===== config.mk =====
export PLATFORM = sky130hd
export DESIGN_NAME = cpu_seq_ctrl_flat
export DESIGN_NICKNAME = d
export VERILOG_FILES = /design/src/rtl/cpu_seq_pkg.sv /design/src/rtl/cpu_seq_ctrl_if.sv /design/src/rtl/cpu_seq_sat_cnt.sv /design/src/rtl/cpu_seq_ctrl.sv /design/src/flat_wrapper.sv
export SDC_FILE = /design/constraint.sdc
export NUM_CORES = 1
export LEC_CHECK = 0
export ABC_AREA = 0
export BUFFER_PORTS_ARGS = -buffer_cell sky130_fd_sc_hd__buf_2
export CAP_MARGIN = 20
export CORE_MARGIN = 8
export CORE_UTILIZATION = 44
export DETAILED_ROUTE_END_ITERATION = 10
export PLACE_DENSITY = 0.78
export SETUP_SLACK_MARGIN = 0.1
export SLEW_MARGIN = 20
export SYNTH_ARGS = -nofsm -noshare
export SYNTH_HDL_FRONTEND = slang
export SYNTH_SLANG_ARGS = --single-unit

===== constraint.sdc =====
create_clock -name clk -period 1.69 [get_ports clk]
set_input_delay 0.338 -clock clk [delete_from_list [all_inputs] [get_ports clk]]
set_output_delay 0.338 -clock clk [all_outputs]
set_load 0.01 [all_outputs]

===== src/rtl/cpu_seq_pkg.sv =====
// Shared definitions for the CPU run/halt/step sequencer.
//   DEF_AW / DEF_DW / DEF_CNT_W : default address, instruction and counter widths
//   ST_*                        : sequencer FSM state encodings
//   CMD_*                       : host command opcodes
package cpu_seq_pkg;
  localparam int DEF_AW    = 4;
  localparam int DEF_DW    = 8;
  localparam int DEF_CNT_W = 16;

  typedef logic [1:0] state_t;
  localparam state_t ST_HALTED = 2'd0;
  localparam state_t ST_RUN    = 2'd1;
  localparam state_t ST_STEP   = 2'd2;

  localparam logic [2:0] CMD_NOP     = 3'd0;
  localparam logic [2:0] CMD_HALT    = 3'd1;
  localparam logic [2:0] CMD_RUN     = 3'd2;
  localparam logic [2:0] CMD_STEP    = 3'd3;
  localparam logic [2:0] CMD_SET_PTR = 3'd4;
  localparam logic [2:0] CMD_WRITE   = 3'd5;
  localparam logic [2:0] CMD_SET_BP  = 3'd6;
  localparam logic [2:0] CMD_CLR_BP  = 3'd7;
endpackage


===== src/rtl/cpu_seq_ctrl_if.sv =====
// Host command channel of the sequencer (valid/ready handshake).
//   cmd_valid : host has a command
//   cmd_ready : sequencer accepts it this cycle
//   cmd_op    : opcode (CMD_* in cpu_seq_pkg)
//   cmd_data  : operand (pointer/breakpoint address in low bits, or write data)
// master = host side, slave = sequencer side.
interface cpu_seq_ctrl_if #(parameter int DW = cpu_seq_pkg::DEF_DW);
  logic          cmd_valid;
  logic          cmd_ready;
  logic [2:0]    cmd_op;
  logic [DW-1:0] cmd_data;

  modport master (output cmd_valid, cmd_op, cmd_data, input cmd_ready);
  modport slave  (input cmd_valid, cmd_op, cmd_data, output cmd_ready);
endinterface


===== src/rtl/cpu_seq_sat_cnt.sv =====
// Saturating up-counter.
//   clk : clock
//   clr : synchronous clear, highest priority
//   en  : count enable
//   q   : count, sticks at all-ones
module cpu_seq_sat_cnt #(
  parameter int W = 16
) (
  input  logic         clk,
  input  logic         clr,
  input  logic         en,
  output logic [W-1:0] q
);
  always_ff @(posedge clk) begin
    if (clr)                        q <= '0;
    else if (en && q != {W{1'b1}})  q <= q + 1'b1;
  end
endmodule


===== src/rtl/cpu_seq_ctrl.sv =====
// Run/halt/step sequencer and program loader for the tiny accumulator CPU.
// Gates CPU advance via cpu_en, writes instruction memory while halted,
// optionally stops on a PC breakpoint, counts enabled CPU cycles.
//   clk, rst          : clock, synchronous active-high reset
//   cmd (slave)       : host command channel
//   cpu_pc            : current CPU program counter
//   cpu_en            : CPU may advance on this edge
//   mem_we/addr/wdata : instruction memory write port
//   halted, bp_hit    : status (bp_hit sticky until next RUN/STEP)
//   cyc_cnt           : saturating count of cpu_en cycles
// Build option: define CPU_SEQ_BREAKPOINT_EN to include breakpoint logic;
// without it SET_BP/CLR_BP behave as NOP and bp_hit is tied low.
module cpu_seq_ctrl
  import cpu_seq_pkg::*;
#(
  parameter int AW    = DEF_AW,
  parameter int DW    = DEF_DW,
  parameter int CNT_W = DEF_CNT_W
) (
  input  logic             clk,
  input  logic             rst,
  cpu_seq_ctrl_if.slave    cmd,
  input  logic [AW-1:0]    cpu_pc,
  output logic             cpu_en,
  output logic             mem_we,
  output logic [AW-1:0]    mem_addr,
  output logic [DW-1:0]    mem_wdata,
  output logic             halted,
  output logic             bp_hit,
  output logic [CNT_W-1:0] cyc_cnt
);
  state_t        state;
  logic [AW-1:0] ptr;
  logic          acc;
  logic          bp_match;

  assign cmd.cmd_ready = (state != ST_STEP);
  assign acc           = cmd.cmd_valid & cmd.cmd_ready;

`ifdef CPU_SEQ_BREAKPOINT_EN
  logic [AW-1:0] bp_addr;
  logic          bp_valid;
  logic          skip;    // first RUN cycle ignores the bp so a resume executes it

  assign bp_match = bp_valid && (cpu_pc == bp_addr) && !skip;

  always_ff @(posedge clk) begin
    if (rst) begin
      bp_addr  <= '0;
      bp_valid <= 1'b0;
      bp_hit   <= 1'b0;
      skip     <= 1'b0;
    end else begin
      if (state == ST_RUN) skip <= 1'b0;
      if (acc && cmd.cmd_op == CMD_SET_BP) begin
        bp_addr  <= cmd.cmd_data[AW-1:0];
        bp_valid <= 1'b1;
      end
      if (acc && cmd.cmd_op == CMD_CLR_BP) bp_valid <= 1'b0;
      if (state == ST_HALTED && acc && cmd.cmd_op == CMD_RUN) begin
        skip   <= 1'b1;
        bp_hit <= 1'b0;
      end
      if (state == ST_HALTED && acc && cmd.cmd_op == CMD_STEP) bp_hit <= 1'b0;
      if (state == ST_RUN && bp_match) bp_hit <= 1'b1;
    end
  end
`else
  logic unused_pc;
  assign unused_pc = ^cpu_pc;
  assign bp_match  = 1'b0;
  assign bp_hit    = 1'b0;
`endif

  // STEP never looks at breakpoints; RUN yields the cycle on a match.
  assign cpu_en    = (state == ST_STEP) || (state == ST_RUN && !bp_match);
  assign mem_we    = (state == ST_HALTED) && acc && (cmd.cmd_op == CMD_WRITE);
  assign mem_addr  = ptr;
  assign mem_wdata = cmd.cmd_data;
  assign halted    = (state == ST_HALTED);

  always_ff @(posedge clk) begin
    if (rst) begin
      state <= ST_HALTED;
      ptr   <= '0;
    end else begin
      case (state)
        ST_HALTED: if (acc) begin
          case (cmd.cmd_op)
            CMD_RUN:     state <= ST_RUN;
            CMD_STEP:    state <= ST_STEP;
            CMD_SET_PTR: ptr   <= cmd.cmd_data[AW-1:0];
            CMD_WRITE:   ptr   <= ptr + 1'b1;
            default: ;
          endcase
        end
        ST_RUN:  if (bp_match || (acc && cmd.cmd_op == CMD_HALT)) state <= ST_HALTED;
        ST_STEP: state <= ST_HALTED;
        default: state <= ST_HALTED;
      endcase
    end
  end

  cpu_seq_sat_cnt #(.W(CNT_W)) u_cyc_cnt (
    .clk (clk),
    .clr (rst),
    .en  (cpu_en),
    .q   (cyc_cnt)
  );
endmodule

===== src/flat_wrapper.sv =====
// flat-port wrapper written by rule: the top's interface ports become plain ports
module cpu_seq_ctrl_flat import cpu_seq_pkg::*;
#(
  parameter int AW    = DEF_AW,
  parameter int DW    = DEF_DW,
  parameter int CNT_W = DEF_CNT_W
)
  (clk, rst, cpu_pc, cpu_en, mem_we, mem_addr, mem_wdata, halted, bp_hit, cyc_cnt, cmd_cmd_valid, cmd_cmd_op, cmd_cmd_data, cmd_cmd_ready);
  cpu_seq_ctrl_if #(.DW(DW)) cmd_i ();
  input  logic clk;
  input  logic rst;
  input  logic [AW-1:0] cpu_pc;
  output logic cpu_en;
  output logic mem_we;
  output logic [AW-1:0] mem_addr;
  output logic [DW-1:0] mem_wdata;
  output logic halted;
  output logic bp_hit;
  output logic [CNT_W-1:0] cyc_cnt;
  input wire logic [$bits(cmd_i.cmd_valid)-1:0] cmd_cmd_valid;
  input wire logic [$bits(cmd_i.cmd_op)-1:0] cmd_cmd_op;
  input wire logic [$bits(cmd_i.cmd_data)-1:0] cmd_cmd_data;
  output wire logic [$bits(cmd_i.cmd_ready)-1:0] cmd_cmd_ready;
  assign cmd_i.cmd_valid = cmd_cmd_valid;
  assign cmd_i.cmd_op = cmd_cmd_op;
  assign cmd_i.cmd_data = cmd_cmd_data;
  assign cmd_cmd_ready = cmd_i.cmd_ready;
  cpu_seq_ctrl #(.AW(AW), .DW(DW), .CNT_W(CNT_W)) u_core (.clk(clk), .rst(rst), .cmd(cmd_i), .cpu_pc(cpu_pc), .cpu_en(cpu_en), .mem_we(mem_we), .mem_addr(mem_addr), .mem_wdata(mem_wdata), .halted(halted), .bp_hit(bp_hit), .cyc_cnt(cyc_cnt));
endmodule

Word level (Yosys, flattened, before mapping)

Index checks and enable logic that the tools add are counted.

Register bits: 22
Output and inout bits: 33
Word-level logic and storage cells: 32
Input port bits: 18

Reduce and logical (&&, ||, !) cells: 9
Muxes and demuxes: 5
$add $sub $neg: 2
Bitwise operators: 1
Equal/unequal tests: 12

Operators by type and width:

| kind                                          | number |
|---|---|
| adder 16 x 1 -> 16 bit, second input constant | 1 |
| != test 16 bit, second input constant         | 1 |
| case mux 2 bit (2 select lines)               | 2 |
| case mux 4 bit (2 select lines)               | 1 |
| == test 3 x 2 -> 1 bit, second input constant | 2 |
| == test 3 bit, second input constant          | 2 |
| AND reduction 3 bit                           | 2 |
| adder 4 x 1 -> 4 bit, second input constant   | 1 |
| logical AND 1 bit                             | 4 |
| two-way mux 2 bit                             | 2 |
| != test 2 bit, second input constant          | 2 |
| == test 3 x 1 -> 1 bit, second input constant | 1 |
| != test 3 x 1 -> 1 bit, second input constant | 1 |
| == test 2 x 1 -> 1 bit, second input constant | 1 |
| == test 2 bit, second input constant          | 1 |
| logical NOT 2 bit                             | 1 |
| != test 2 x 1 -> 1 bit, second input constant | 1 |
| nonzero test 2 bit                            | 1 |
| AND 1 bit                                     | 1 |
| logical OR 1 bit                              | 1 |

Logic depth before layout (Yosys ltp)

Depth in word-level cells: 5
Gate-level depth with buffers: 7
Mapped depth without buffers: 6

Cells and area by module

Synthesis repeated with hierarchy kept, for this count alone.

Cells, all modules: 158
Area total of the unflattened synthesis: 1373.8 um2

Modules (own cells, without submodules):

| module          | sequential area each (um2) | cells an instance | area an instance (um2) | times used |
|---|---|---|---|---|
| cpu_seq_sat_cnt | 320.3                      | 99                | 848.3                  | 1 |
| cpu_seq_ctrl    | 120.1                      | 59                | 525.5                  | 1 |

Worst setup path after synthesis

OpenSTA, ideal clock, no wires.

Path type: register -> register
Start: reg u_core.state[0]
End: reg u_core.u_cyc_cnt.q[11]
Path slack: -268 ps
Path buffers: 1
Clock period less this slack: 1958 ps
Setup time: 121 ps
Data arrival time: 1837 ps
Data required time: 1569 ps
Stages on the path, launching flop included: 8
Path through: dfxtp_1 > inv_1 > ha_1 > clkbuf_2 > and3_1 > nand3_2 > nor4b_1 > mux2_2

Cells in the longest elaborated chain, start to end: 3
Elaborated cells on any way between the ends: 4
Those cells by class: eq/ne (2); reduce/logical (2)

RTL lines:

| element                                                        | line                  | text |
|---|---|---|
| start, declared                                                | cpu_seq_ctrl.sv:32    | `state_t state;` |
| start signal, assigned                                         | cpu_seq_ctrl.sv:84    | `state <= ST_HALTED;` |
| start signal, assigned                                         | cpu_seq_ctrl.sv:90    | `CMD_RUN: state <= ST_RUN;` |
| start signal, assigned                                         | cpu_seq_ctrl.sv:91    | `CMD_STEP: state <= ST_STEP;` |
| == test 2 bit / == test 2 x 1 -> 1 bit (equally long branches) | cpu_seq_ctrl.sv:76    | `assign cpu_en = (state == ST_STEP) \|\| (state == ST_RUN && !bp_match);` |
| logical OR 1 bit (*)                                           | cpu_seq_ctrl.sv:76    |  |
| named net cpu_en                                               | flat_wrapper.sv:13    | `output logic cpu_en;` |
| logical AND 1 bit (*)                                          | cpu_seq_sat_cnt.sv:16 | `else if (en && q != {W{1'b1}}) q <= q + 1'b1;` |
| end signal, assigned                                           | cpu_seq_sat_cnt.sv:16 |  |
| end, declared                                                  | cpu_seq_sat_cnt.sv:12 | `output logic [W-1:0] q` |

Mark *: on every way through the listed nets, which the timed path passes. The rest lies on a longest branch.
A chain may end at the register's enable or synchronous reset.

Final worst setup path

Start: reg u_core.state[1]
End: reg u_core.u_cyc_cnt.q[11]

Cells in the longest elaborated chain, start to end: 3
Elaborated cells on any way between the ends: 4
Those cells by class: eq/ne (2); reduce/logical (2)

RTL lines:

| element                                                        | line |
|---|---|
| == test 2 bit / == test 2 x 1 -> 1 bit (equally long branches) | cpu_seq_ctrl.sv:76 |
| logical OR 1 bit (*)                                           | cpu_seq_ctrl.sv:76 |
| logical AND 1 bit (*)                                          | cpu_seq_sat_cnt.sv:16 |

Mark *: on every way between the ends. The rest lies on a longest branch, timed or not.

==> results.md <==
* VDD IR max at 0.0005827 V
* Async SR Flop Fraction at 0%
* Avg Cell Area, Syn at 8.900 µm²
* Vias at 1431
* # hold bufs at CTS at 0
* CTS sink cnt at 22
* Vias in the first global route at 1292
* Row count at 20
* Die Y at roughly 73 µm
* Endpoint class of the critical path: register
* Fill cells at 247
* Synth Register Bits at 22
* Final worst slack at -0.03186 ns
* Distinct cells, synth at 47
* Tmin final at around 1.7 ns
* First-pass GRT wire length at between 5000 and 6000 µm
* DRC viols at 0
* Final hold vios at 0
* Startpoint Class: register
* CTS Buf Count at 3
* Num ports at 51
* Core area at 3053 µm²
* Failing checks: negative setup slack
* GPL Wtd Cong at 0.7965
* Synthesis-to-finish area growth at 42.97%
* Syn Nets at around 180
* Max-Cap Viols at 0
* Most frequent cells in the layout: 36 x buf_2, 34 x buf_4, 15 x nor2_1
* DRT Pass-1 Iters at 4
* PwrDens at approximately 760 nW/µm²
* Die width at 72.71 µm
* Clk slew on worst S/H paths at 0.12 ns
* Outcome: complete, but fails checks
* Total Routed Length at 3906 µm
* CTS tree: yes
* FF/Latch Area at 464.2 µm²
* Tot GR Track Use at 12.85%
* Fin crit share at 101.9%
* Arr. time, crit path at 1.93 ns
* Crit-path slowest cell: dfxtp_2
* Crit path kind: reg2reg
* Antenna-violating nets left at 0
* Final Max Slew Viols at 0
* CP Max Fanout at 3
* Initial antenna violation count at 0
* RSZ-0062 raised after global routing: true
* Detailed Route Iter0 Violations at 62
* Post-Syn Area at between 1000 and 1500 µm²
* Post-synthesis sequential area ratio at 31.12%
* Die ar. at 5287 µm²
* Most common cell after layout, fill and taps aside: buf_2
* Pre-CTS setup slack at -0.03876 ns
* Cells after Synth at 159
* WP data required at between 1.5 and 2 ns
* Layout cells sized above 1 at 54.46%
* Hold/Removal Path Class: in2reg
* GRT Residual Overflow at 0
* Maximum root-to-sink buffer count at 2
* I/O Buffers at 37
* Worst Hold Slack at 0.2995 ns
* Post-synth EDFFs at 0
* Largest net degree at the start of global routing at 26
* Multi-input logic area at 953.4 µm²
* Final Core Density at 66.27%
* Fin Clk Skew at 0.006502 ns
* Leakage power at 0.0008835 µW
* Starting Density at a little under half
* Root Driver: clkbuf_4
* Setup TNS at -0.07936 ns
* Antenna fix cells at 0
* DP HPWL at 2594 µm
* Synth warn at 0
* Detailed-route wire length per cell at 14.57 µm
* H-tree depth at 1
* Clk_lat worst skew at 0.31 ns
* Primary FF master, synth: dfxtp_1
* Vias/cell at 5.340
* Max Freq at 580.8 MHz
* Final number of setup-violating endpoints at 3
* Slowest cell delay on critical path at 0.37 ns
* Crit-path cells: inv_2 -> ha_4 -> and3_4 -> nand3_4 -> nor4b_4 -> mux2_4
* Final nets at 248
-- cells by family after synthesis --
kind of cell	share of synthesized area (%)
XOR/XNOR	0.6190
AND/OR/NAND/NOR	31.30
flip-flops	31.12
multiplexers	8.046
AO/OA/AOI/OAI	15.47
buffers and inverters	8.753
other	0.2650
adder cells (fa/ha/maj)	4.421
-- report_power, final --
part	switching [µW]	internal, µW
combinational	290	381
sequential	26.3	548
clock	169	132
-- metal layers --
metal | up-vias | global-route usage [%] | wire length, µm
met5 | - | 0 | 0
met4 | 0 | 5.556 | 57
met3 | 8 | 3.571 | 293
met2 | 44 | 21.07 | 1917
met1 | 674 | 15.18 | 1638
li1 | 705 | - | -
-- worst max-delay path: cells and delay by family, from the launching register on --
kind | cells | cell delay, ns
simple gates | 3 | 0.62
mux | 1 | 0.32
fa+ha+maj | 1 | 0.27
flops | 1 | 0.37
buf+inv | 1 | 0.05
-- worst paths after layout --
kind	slack, ns	cells past startpoint	to	from
max	-0.03	6	u_core.u_cyc_cnt.q[11]	u_core.state[1]
min	0.30	3	u_core.mem_addr[0]	cmd_cmd_data[0]
max reg2reg	-0.03	6	u_core.u_cyc_cnt.q[11]	u_core.state[1]
min reg2reg	0.51	2	u_core.state[1]	u_core.state[1]
-- sequential cells by signal (all words and copies together) (netlist names) --
name and cells:
u_core.mem_addr 4, u_core.state 2, u_core.u_cyc_cnt.q 16
-- per-stage QoR --
stage | instances | total power [µW] | area (µm²)
floorplan | 159 | 937.1 | 1469
global placement | 245 | 1058 | 1742
detailed placement | 245 | 1067 | 1742
CTS | 255 | 1428 | 1854
global route | 268 | 1628 | 2023
finish | 268 | 1546 | 2023
-- synthesized netlist by cell type, types with 2 or more instances --
cell | count | area share, %
dfxtp_1 | 22 | 31
nor2_1 | 16 | 4.2
buf_4 | 9 | 4.8
a21oi_1 | 8 | 2.8
mux2i_1 | 8 | 5.7
nor3_1 | 7 | 2.5
inv_1 | 6 | 1.6
a211oi_1 | 5 | 2.7
and3_1 | 5 | 2.2
ha_1 | 5 | 4.4
nand2b_1 | 5 | 2.2
nand4_1 | 5 | 2.2
o21ai_0 | 5 | 1.8
nand2_1 | 4 | 1.1
nor2b_1 | 4 | 1.8
mux2_2 | 3 | 2.4
nand3_1 | 3 | 1.1
a41oi_1 | 2 | 1.2
clkbuf_2 | 2 | 0.71
nand3b_1 | 2 | 1.1
nand4_4 | 2 | 3.0
nor3b_1 | 2 | 1.1
nor4_1 | 2 | 0.88
nor4b_1 | 2 | 1.2
o22ai_1 | 2 | 0.88
o31ai_1 | 2 | 1.1
-- layout make-up --
class	instances	share of cell area [%]
multi-input combinational	117	47.12
timing repair buffer	75	24.30
sequential	22	22.94
tap	44	2.721
clock buffer	4	1.793
inverter	6	1.113
-- repair_timing --
action,4_1_cts,5_1_grt
endpoints found under the setup margin,11,21
setup buffers,6,13
pin swaps,6,7
resized for setup,5,23
Note: power is estimated with default switching activity, not from simulation.
